File: src/rtl/nanorv32_ahb_mem_slave_pkg.sv
// Shared AHB-lite encodings, responder FSM states and data-phase payload
// for the nanorv32 memory-side slaves.
package nanorv32_ahb_mem_slave_pkg;

    localparam logic [1:0] HTRANS_IDLE   = 2'b00;
    localparam logic [1:0] HTRANS_NONSEQ = 2'b10;
    localparam logic [1:0] HTRANS_SEQ    = 2'b11;

    localparam logic [2:0] HSIZE_BYTE = 3'd0;
    localparam logic [2:0] HSIZE_HALF = 3'd1;
    localparam logic [2:0] HSIZE_WORD = 3'd2;

    localparam logic HRESP_OKAY  = 1'b0;
    localparam logic HRESP_ERROR = 1'b1;

    localparam logic [1:0] ST_IDLE = 2'd0;
    localparam logic [1:0] ST_WAIT = 2'd1;
    localparam logic [1:0] ST_ERR1 = 2'd2;
    localparam logic [1:0] ST_ERR2 = 2'd3;

    // Attributes of the legal transfer currently in its data phase
    typedef struct packed {
        logic       valid;
        logic       write;
        logic [3:0] be;
    } dph_t;

endpackage

File: src/rtl/nanorv32_ahb_mem_slave_if.sv
// AHB-lite slave-side bus bundle between the interconnect and one memory responder.
interface nanorv32_ahb_mem_slave_if;

    logic        hsel;
    logic [31:0] haddr;
    logic [1:0]  htrans;
    logic        hwrite;
    logic [2:0]  hsize;
    logic [31:0] hwdata;
    logic        hready;
    logic        hreadyout;
    logic        hresp;
    logic [31:0] hrdata;

    modport master (
        output hsel, haddr, htrans, hwrite, hsize, hwdata, hready,
        input  hreadyout, hresp, hrdata
    );

    modport slave (
        input  hsel, haddr, htrans, hwrite, hsize, hwdata, hready,
        output hreadyout, hresp, hrdata
    );

endinterface

File: src/rtl/nanorv32_ahb_addr_check.sv
// Combinational AHB address decode: region/size/alignment legality, byte
// enables and word index inside the region. Shared by memory and peripheral slaves.
module nanorv32_ahb_addr_check
    import nanorv32_ahb_mem_slave_pkg::*;
#(
    parameter int unsigned MEM_AW    = 14,
    parameter logic [31:0] BASE_ADDR = 32'h0000_0000
) (
    input  logic [31:0]       haddr,
    input  logic [2:0]        hsize,
    output logic              ok_c,
    output logic [3:0]        be_c,
    output logic [MEM_AW-1:0] word_c
);

    localparam int unsigned SPAN_SH = MEM_AW + 2;

    logic [31:0] offset;
    logic        in_range;
    logic        aligned;

    // Offset subtraction wraps addresses below BASE_ADDR out of range too
    always_comb begin
        offset   = haddr - BASE_ADDR;
        in_range = (offset >> SPAN_SH) == 32'd0;
        aligned  = 1'b0;
        be_c     = 4'b0000;
        case (hsize)
            HSIZE_BYTE: begin
                aligned = 1'b1;
                be_c    = 4'b0001 << haddr[1:0];
            end
            HSIZE_HALF: begin
                aligned = ~haddr[0];
                be_c    = 4'b0011 << haddr[1:0];
            end
            HSIZE_WORD: begin
                aligned = (haddr[1:0] == 2'b00);
                be_c    = 4'b1111;
            end
            default: ;
        endcase
        ok_c   = in_range & aligned;
        word_c = offset[SPAN_SH-1:2];
    end

endmodule

File: src/rtl/nanorv32_ahb_mem_slave.sv
// AHB-lite responder in front of a single-port synchronous SRAM with
// configurable wait states, read/write port-conflict deferral and ERROR responses.
module nanorv32_ahb_mem_slave
    import nanorv32_ahb_mem_slave_pkg::*;
#(
    parameter int unsigned MEM_AW      = 14,
    parameter logic [31:0] BASE_ADDR   = 32'h0000_0000,
    parameter int unsigned WAIT_STATES = 0
) (
    input  logic                     clk,
    input  logic                     rst_n,
    nanorv32_ahb_mem_slave_if.slave  bus,
    output logic                     mem_cs,
    output logic                     mem_we,
    output logic [3:0]               mem_be,
    output logic [MEM_AW-1:0]        mem_addr,
    output logic [31:0]              mem_wdata,
    input  logic [31:0]              mem_rdata
);

    localparam logic [2:0] WS_FULL  = 3'(WAIT_STATES);
    localparam logic [2:0] WS_LESS  = 3'(WAIT_STATES - 1);
    localparam bit         HAS_WAIT = (WAIT_STATES != 0);

    logic [1:0]        state, state_n;
    logic [2:0]        cnt, cnt_n;
    dph_t              dph, dph_n;
    logic [MEM_AW-1:0] dph_word, dph_word_n;
    logic              pending, pending_n;
    logic              rd_cap;
    logic              ready_reg, ready_n;
    logic              resp_reg, resp_n;
    logic [31:0]       rdata_reg;

    logic              ok_c;
    logic [3:0]        be_c;
    logic [MEM_AW-1:0] word_c;
    logic              decode_c;
    logic              wr_now_c;
    logic              rd_issue_c;
    logic              unused_htrans;

    nanorv32_ahb_addr_check #(
        .MEM_AW    (MEM_AW),
        .BASE_ADDR (BASE_ADDR)
    ) u_addr_check (
        .haddr  (bus.haddr),
        .hsize  (bus.hsize),
        .ok_c   (ok_c),
        .be_c   (be_c),
        .word_c (word_c)
    );

    // Address phases are only decoded while we are not stalling our own data phase
    assign decode_c      = rst_n & bus.hsel & bus.htrans[1] & bus.hready & ready_reg;
    assign wr_now_c      = dph.valid & dph.write & ready_reg;
    assign rd_issue_c    = decode_c & ok_c & ~bus.hwrite & ~wr_now_c;
    assign unused_htrans = bus.htrans[0];

    // SRAM port: completing write first, then a deferred read, then a fresh read
    always_comb begin
        mem_cs    = 1'b0;
        mem_we    = 1'b0;
        mem_be    = 4'b0000;
        mem_addr  = word_c;
        mem_wdata = bus.hwdata;
        if (wr_now_c) begin
            mem_cs   = 1'b1;
            mem_we   = 1'b1;
            mem_be   = dph.be;
            mem_addr = dph_word;
        end else if (pending) begin
            mem_cs   = 1'b1;
            mem_addr = dph_word;
        end else if (rd_issue_c) begin
            mem_cs = 1'b1;
        end
    end

    always_comb begin
        state_n    = state;
        cnt_n      = cnt;
        dph_n      = dph;
        dph_word_n = dph_word;
        pending_n  = 1'b0;
        ready_n    = 1'b1;
        resp_n     = HRESP_OKAY;
        case (state)
            ST_WAIT: begin
                if (cnt == 3'd0) begin
                    state_n = ST_IDLE;
                end else begin
                    cnt_n   = cnt - 3'd1;
                    ready_n = 1'b0;
                end
            end
            ST_ERR1: begin
                state_n = ST_ERR2;
                resp_n  = HRESP_ERROR;
            end
            ST_IDLE, ST_ERR2: begin
                state_n   = ST_IDLE;
                dph_n.valid = 1'b0;
                if (decode_c) begin
                    if (!ok_c) begin
                        state_n = ST_ERR1;
                        ready_n = 1'b0;
                        resp_n  = HRESP_ERROR;
                    end else begin
                        dph_n.valid = 1'b1;
                        dph_n.write = bus.hwrite;
                        dph_n.be    = be_c;
                        dph_word_n  = word_c;
                        // Read colliding with a completing write costs one extra wait
                        if (!bus.hwrite && wr_now_c) begin
                            pending_n = 1'b1;
                            state_n   = ST_WAIT;
                            cnt_n     = WS_FULL;
                            ready_n   = 1'b0;
                        end else if (HAS_WAIT) begin
                            state_n = ST_WAIT;
                            cnt_n   = WS_LESS;
                            ready_n = 1'b0;
                        end
                    end
                end
            end
            default: state_n = ST_IDLE;
        endcase
    end

    always_ff @(posedge clk or negedge rst_n) begin
        if (!rst_n) begin
            state     <= ST_IDLE;
            cnt       <= 3'd0;
            dph       <= '0;
            dph_word  <= '0;
            pending   <= 1'b0;
            rd_cap    <= 1'b0;
            ready_reg <= 1'b1;
            resp_reg  <= HRESP_OKAY;
            rdata_reg <= 32'd0;
        end else begin
            state     <= state_n;
            cnt       <= cnt_n;
            dph       <= dph_n;
            dph_word  <= dph_word_n;
            pending   <= pending_n;
            rd_cap    <= mem_cs & ~mem_we;
            ready_reg <= ready_n;
            resp_reg  <= resp_n;
            if (rd_cap) begin
                rdata_reg <= mem_rdata;
            end
        end
    end

    assign bus.hreadyout = ready_reg;
    assign bus.hresp     = resp_reg;
    assign bus.hrdata    = rdata_reg;

endmodule
File: src/flat_wrapper.sv
// flat-port wrapper written by rule: the top's interface ports become plain ports
module nanorv32_ahb_mem_slave_flat import nanorv32_ahb_mem_slave_pkg::*;
#(
    parameter int unsigned MEM_AW      = 14,
    parameter logic [31:0] BASE_ADDR   = 32'h0000_0000,
    parameter int unsigned WAIT_STATES = 0
)
  (clk, rst_n, mem_cs, mem_we, mem_be, mem_addr, mem_wdata, mem_rdata, bus_hsel, bus_haddr, bus_htrans, bus_hwrite, bus_hsize, bus_hwdata, bus_hready, bus_hreadyout, bus_hresp, bus_hrdata);
  nanorv32_ahb_mem_slave_if bus_i ();
  input  logic clk;
  input  logic rst_n;
  output logic mem_cs;
  output logic mem_we;
  output logic [3:0] mem_be;
  output logic [MEM_AW-1:0] mem_addr;
  output logic [31:0] mem_wdata;
  input  logic [31:0] mem_rdata;
  input wire logic [$bits(bus_i.hsel)-1:0] bus_hsel;
  input wire logic [$bits(bus_i.haddr)-1:0] bus_haddr;
  input wire logic [$bits(bus_i.htrans)-1:0] bus_htrans;
  input wire logic [$bits(bus_i.hwrite)-1:0] bus_hwrite;
  input wire logic [$bits(bus_i.hsize)-1:0] bus_hsize;
  input wire logic [$bits(bus_i.hwdata)-1:0] bus_hwdata;
  input wire logic [$bits(bus_i.hready)-1:0] bus_hready;
  output wire logic [$bits(bus_i.hreadyout)-1:0] bus_hreadyout;
  output wire logic [$bits(bus_i.hresp)-1:0] bus_hresp;
  output wire logic [$bits(bus_i.hrdata)-1:0] bus_hrdata;
  assign bus_i.hsel = bus_hsel;
  assign bus_i.haddr = bus_haddr;
  assign bus_i.htrans = bus_htrans;
  assign bus_i.hwrite = bus_hwrite;
  assign bus_i.hsize = bus_hsize;
  assign bus_i.hwdata = bus_hwdata;
  assign bus_i.hready = bus_hready;
  assign bus_hreadyout = bus_i.hreadyout;
  assign bus_hresp = bus_i.hresp;
  assign bus_hrdata = bus_i.hrdata;
  nanorv32_ahb_mem_slave #(.MEM_AW(MEM_AW), .BASE_ADDR(BASE_ADDR), .WAIT_STATES(WAIT_STATES)) u_core (.clk(clk), .rst_n(rst_n), .bus(bus_i), .mem_cs(mem_cs), .mem_we(mem_we), .mem_be(mem_be), .mem_addr(mem_addr), .mem_wdata(mem_wdata), .mem_rdata(mem_rdata));
endmodule
File: config.mk
export PLATFORM = sky130hd
export DESIGN_NAME = nanorv32_ahb_mem_slave_flat
export DESIGN_NICKNAME = d
export VERILOG_FILES = /design/src/rtl/nanorv32_ahb_mem_slave_pkg.sv /design/src/rtl/nanorv32_ahb_mem_slave_if.sv /design/src/rtl/nanorv32_ahb_addr_check.sv /design/src/rtl/nanorv32_ahb_mem_slave.sv /design/src/flat_wrapper.sv
export SDC_FILE = /design/constraint.sdc
export NUM_CORES = 1
export LEC_CHECK = 0
export CAP_MARGIN = 0
export CORE_MARGIN = 5
export CORE_UTILIZATION = 37
export DETAILED_ROUTE_END_ITERATION = 10
export PLACE_DENSITY_LB_ADDON = 0.1
export RECOVER_POWER = 50
export SYNTH_ARGS = -nofsm -noshare
export SYNTH_HDL_FRONTEND = slang
export SYNTH_SLANG_ARGS = --single-unit
export TNS_END_PERCENT = 5
File: constraint.sdc
create_clock -name clk -period 2.94 [get_ports clk]
set_input_delay 0.735 -clock clk [delete_from_list [all_inputs] [get_ports clk]]
set_output_delay 0.735 -clock clk [all_outputs]
set_load 0.01 [all_outputs]
==> run metrics <==
first-pass GRT wire length between 10 and 15 mm; minimum clock period 2.90 ns; area taken by multi-input logic gates about 1300 um^2; Hold Path Class register to register; RSZ-0062 raised after global routing no; final hold violations 0; core area between 8000 and 9000 um^2; setup TNS 0 ns; GRT Residual Overflow 0; gpl congestion 0.690; crit end category primary output; die width 102 um; hpwl dp 5.37 mm; first drt pass iteration count 4; Avg Vias per Cell 4.69; Clock Path Buffers 2; failing checks capacitance limit, slew limit; yosys warns 0; Peak VDD IR about 0.00022 V; Antenna Nets Post-Route 0; worst setup path category input port to primary output; Avg Cell Area, Syn 12.9 um^2; Tcrit/Tclk final 0.986; reg2reg start u_core.rd_cap$_DFF_PN0_; Yosys cell types 42; slowest CP cell or4_4; Setup WS post-layout 0.0419 ns; maxcap violations 2; clock skew 0.0106 ns; Worst-Skew Late Latency around 0.32 ns; hold_buf cts 0; final max-slew violation count 95; Clock Pin Slew Worst Setup and Hold Paths approximately 0.060 ns; Tot GR Track Use 0.140; cell type with the largest total area after synthesis dfrtp_1; Top Ports around 190; antenna violations before repair 0; Synth async-reset ratio 1.00; share of the synthesized area in the top cell type 0.479; Initial Util 0.382; Hold Startpoint u_core.dph[5]$_DFFE_PN0N_; setup violators final 0; WHS Path Cells 1; DRC viols 0; Routed WL ~7.1 mm; fmax about 0.35 GHz; Seq/Total Area, Yosys 0.487; worst setup path start bus_haddr[21]; # rows 33; Worst Path Buf+Inv 2; largest net degree at the start of global routing 62; dpl ws -0.615 ns; Register Area between 1500 and 2000 um^2; cells along the critical path dlygate4sd2_1 > nor4_4 > o211ai_4 > or4_4 > nand2_2 > buf_6; Mapped Area 3140 um^2; post-synthesis cell count around 240; R2R Path End u_core.bus.hrdata[29]$_DFFE_PN0P_; CP max FO 2; top post-synthesis cells by area dfrtp_1 (48%), mux2_2 (15%), mux2_4 (8.6%); number of flops mapped to enable cells by yosys 0; Initial DRC Count 45; CTS tree built; CTS Buf Count 9; layout cells sized above 1 0.294; Primary FF master, synth dfrtp_1; length in cells of the worst reg-to-reg path 2; Area Overhead vs Synth 46.5%; Clk Tree Root Cell clkbuf_8; Slew headroom -0.214; full die area approximately 10000 um^2; register-to-register setup slack about 0.75 ns; IO Port Bufs between 100 and 150; via count approximately 2200; Die Ht a little over 100 um; CP peak stage delay between 0.5 and 0.6 ns; Leakage Power 0.00200 uW; n_diodes 0; delay-heaviest family, CP simple AND/OR/NAND/NOR gates; crit start category input port; Wirelength per Cell between 15 and 20 um; NumNets Final 467; Power Density approximately 490 nW/um^2; worst path required time around 2.2 ns; status finished with violations; Synth Net Count 354; filler instances between 700 and 800; Synth Register Bits between 60 and 70; clock sinks slightly above 60; Max H-tree Level 3; CP Data Arrival Time around 2.2 ns; vias in the first global route about 2400; worst slew pin tran 1.82 ns; WHS Endpoint u_core.dph[5]$_DFFE_PN0N_
[layout make-up]
cell class,instances,share of cell area
flip-flops and latches,61,0.333
clock buffers,11,0.0330
well taps,105,0.0286
inverters,9,0.00735
multi-input cells,133,0.286
clock inverters,4,0.0103
repair buffers,143,0.303
[Yosys cell counts, types with 3 or more instances]
master	instances
mux2_4	18
ha_1	4
nand2b_1	3
a21oi_1	7
nand2_1	5
buf_4	32
inv_1	9
buf_1	3
mux2_1	5
mux2_2	41
nor2_1	5
o31ai_1	3
and2_1	4
nor4_1	3
dfrtp_1	60
mux2i_1	4
[logic make-up after synthesis]
family / after synthesis / synth area share
buffers and inverters: 50 / 0.104
muxes: 68 / 0.264
DFF: 61 / 0.487
AOI/OAI and AO/OA: 23 / 0.0535
and+or+nand+nor: 38 / 0.0754
adders and majority gates: 4 / 0.0160
[worst max path at each step]
stage / end / cells after the start
2_1_floorplan: mem_cs / 4
3_3_place_gp: mem_cs / 6
3_5_place_dp: mem_cs / 6
4_1_cts: mem_cs / 6
5_1_grt: mem_cs / 6
6_report: mem_cs / 6
[registers in the layout, indices dropped and copies added, names as in the netlist]
| name | flops |
|---|---|
| u_core.bus.hresp | 1 |
| u_core.rd_cap | 1 |
| u_core.dph | 6 |
| u_core.cnt | 3 |
| u_core.state | 2 |
| u_core.bus.hrdata | 32 |
| u_core.pending | 1 |
| u_core.bus.hreadyout | 1 |
| u_core.dph_word | 14 |
[timing repair]
| action | CTS | global route |
|---|---|---|
| setup endpoints to repair | 1 | 1 |
| setup buffers | 2 | 0 |
| resized for setup | 23 | 3 |
| pin swaps | 9 | 5 |
[placed cells by master (no fill, tap or decap), types with 3 or more instances in the layout]
cell             count
mux2_2              41
nand2_1              4
nand2b_1             3
buf_4               13
ha_1                 4
inv_1                9
dlygate4sd2_1       14
mux2_1               5
dfrtp_1             60
a21oi_1              6
mux2_4              18
clkdlybuf4s50_1    108
and2_1               4
nor2_1               5
clkbuf_8            11
o31ai_1              3
mux2i_1              4
[through the flow]
step / instance area, um^2 / utilization / hold slack (ns) / std cells / total power [uW]
detailed placement: 4380 / 0.533 / 0.468 / 449 / 1540
floorplan: 3140 / - / 0.439 / 244 / 1310
finish: 4590 / 0.559 / 0.475 / 466 / 2260
CTS: 4590 / 0.559 / 0.482 / 466 / 2300
global route: 4590 / 0.559 / 0.511 / 466 / 2410
global placement: 4380 / 0.533 / 0.459 / 449 / 1530
[where the power goes]
| group | switching, uW | total (uW) | internal (uW) |
|---|---|---|---|
| Combinational | 253 | 559 | 305 |
| Sequential | 41.8 | 956 | 914 |
| Clock | 313 | 743 | 430 |
[per-layer routing]
layer / up-vias / share of wire / global-route usage
met5: - / 0 / 0
met4: 0 / 0.0098 / 0.0515
met3: 15 / 0.099 / 0.0451
met2: 110 / 0.46 / 0.217
met1: 1013 / 0.44 / 0.184
li1: 1049 / - / -
Power figures use the tool's default switching activity.
==> patch: new RTL, config.mk and constraints unchanged <==
`MEM_AW` is set to 14 in 3 places; all go to 15.
--- a/src/rtl/nanorv32_ahb_addr_check.sv
+++ b/src/rtl/nanorv32_ahb_addr_check.sv
@@ -5,3 +5,3 @@
 #(
-    parameter int unsigned MEM_AW    = 14,
+    parameter int unsigned MEM_AW    = 15,
     parameter logic [31:0] BASE_ADDR = 32'h0000_0000
--- a/src/rtl/nanorv32_ahb_mem_slave.sv
+++ b/src/rtl/nanorv32_ahb_mem_slave.sv
@@ -5,3 +5,3 @@
 #(
-    parameter int unsigned MEM_AW      = 14,
+    parameter int unsigned MEM_AW      = 15,
     parameter logic [31:0] BASE_ADDR   = 32'h0000_0000,
--- a/src/flat_wrapper.sv
+++ b/src/flat_wrapper.sv
@@ -3,3 +3,3 @@
 #(
-    parameter int unsigned MEM_AW      = 14,
+    parameter int unsigned MEM_AW      = 15,
     parameter logic [31:0] BASE_ADDR   = 32'h0000_0000,
Ports: changed (resized mem_addr); port bits go from 192 to 193. No check against the original RTL was run, so the function may have changed too.
==> patch against the original RTL <==
The flow still finishes with violations (max-capacitance violations, max-slew violations); total power is 2.4% higher; sequential cell count up 1; design area rose by 2.9%; synthesized area shrank 0.40%; sequential share of layout area down 0.41 points; routed wire length increased by 3.5%; global-route usage grew 0.22 points; cell count is 1.9% higher; synthesized cell count increased by 0.41%; clock skew down 3.1 ps; non-clock buffer count grew 6; setup slack gained 8.6 ps.
==> patch: results (changes against the original RTL) <==
<table>
<tr><th>Metric</th><th>Value</th></tr>
<tr><th colspan="2">Status</th></tr>
<tr><td>Status</td><td>finished, violations left (unchanged)</td></tr>
<tr><td>Violations in the final reports</td><td>max-capacitance violations, max-slew violations (unchanged)</td></tr>
<tr><th colspan="2">Routing</th></tr>
<tr><td>Detailed Route Iter0 Violations</td><td>41 (was 45)</td></tr>
<tr><td>Wl on met1</td><td>3260 um (was 3110 um)</td></tr>
<tr><td>Average vias per placed instance</td><td>4.85 (was 4.69)</td></tr>
<tr><th colspan="2">Global routing</th></tr>
<tr><td>Wire length of the first global-routing pass</td><td>11500 um (was 11400 um)</td></tr>
<tr><td>GR Util met2</td><td>0.218 (was 0.217)</td></tr>
<tr><td>Pin count of the biggest net entering global routing</td><td>64 (was 62)</td></tr>
<tr><td>Total Routing Usage GR</td><td>0.142 (was 0.140)</td></tr>
<tr><th colspan="2">Place</th></tr>
<tr><td>Count of input and output buffers</td><td>127 (was 126)</td></tr>
<tr><td>Total placed instance area</td><td>4360 um^2 (was 4380 um^2)</td></tr>
<tr><td>Placement-stage worst setup slack</td><td>-596 ps (was -615 ps)</td></tr>
<tr><td>Total instance count after detailed placement</td><td>453 (was 449)</td></tr>
<tr><th colspan="2">Finish</th></tr>
<tr><td>Fraction of final layout cells with drive strength greater than 1</td><td>0.311 (was 0.294)</td></tr>
<tr><td>Util after Layout</td><td>0.575 (was 0.559)</td></tr>
<tr><th colspan="2">Power</th></tr>
<tr><td>Leakage power</td><td>2.16 nW (was 2.00 nW)</td></tr>
<tr><td>Peak VDD IR</td><td>0.298 mV (was 0.216 mV)</td></tr>
<tr><td>Cell internal pwr</td><td>1.72 mW (was 1.65 mW)</td></tr>
<tr><td>Combinational share of power</td><td>0.228 (was 0.248)</td></tr>
<tr><td>Proportion of power drawn by the clock network</td><td>0.354 (was 0.329)</td></tr>
<tr><th colspan="2">Timing</th></tr>
<tr><td>Relative slew slack</td><td>-0.142 (was -0.214)</td></tr>
<tr><td>Worst-case clock skew</td><td>7.48 ps (was 10.6 ps)</td></tr>
<tr><td>Pins over their slew limit</td><td>33 (was 95)</td></tr>
<tr><th colspan="2">Synth</th></tr>
<tr><td>List of most frequent post-synthesis cells</td><td>61 x sky130_fd_sc_hd__dfrtp_1, 58 x sky130_fd_sc_hd__mux2_2, 32 x sky130_fd_sc_hd__buf_4 (was 60 x sky130_fd_sc_hd__dfrtp_1, 41 x sky130_fd_sc_hd__mux2_2, 32 x sky130_fd_sc_hd__buf_4)</td></tr>
<tr><td>Post-Synthesis Net Count</td><td>355 (was 354)</td></tr>
<tr><th colspan="2">Run</th></tr>
<tr><td>Max-cap violations</td><td>1 (was 2)</td></tr>
<tr><th colspan="2">Worst setup path</th></tr>
<tr><td>Crit-path slowest cell</td><td>sky130_fd_sc_hd__clkdlybuf4s50_1 (was sky130_fd_sc_hd__or4_4)</td></tr>
<tr><th colspan="2">CTS</th></tr>
<tr><td>Total of cells resized after clock tree synthesis</td><td>12 (was 23)</td></tr>
</table>
patch: final cells by class:
cell class	instances	share of cell area
sequential	62	0.328
timing repair buffer	149	0.320
multi-input combinational	137	0.273
clock buffer	12	0.0307
tap	105	0.0278
clock inverter	4	0.0148
inverter	6	0.00476
patch: critical path: cells and delay by family:
| kind | cells | cell delay (ps) |
|---|---|---|
| AND/OR/NAND/NOR | 3 | 690 |
| AO/OA/AOI/OAI | 1 | 130 |
| buffers and inverters | 2 | 590 |
patch: worst paths after layout:
kind                               start                    to  slack, ps  cells past startpoint
setup / recovery              bus_hready                mem_cs         50                      6
hold reg to reg            u_core.dph[5]         u_core.dph[5]        490                      1
max in group asynchronous          rst_n         u_core.cnt[0]       1720                      2
hold / removal             u_core.dph[5]         u_core.dph[5]        490                      1
min in group asynchronous          rst_n    u_core.dph_word[9]        710                      2
setup reg to reg           u_core.rd_cap  u_core.bus.hrdata[0]        820                      2
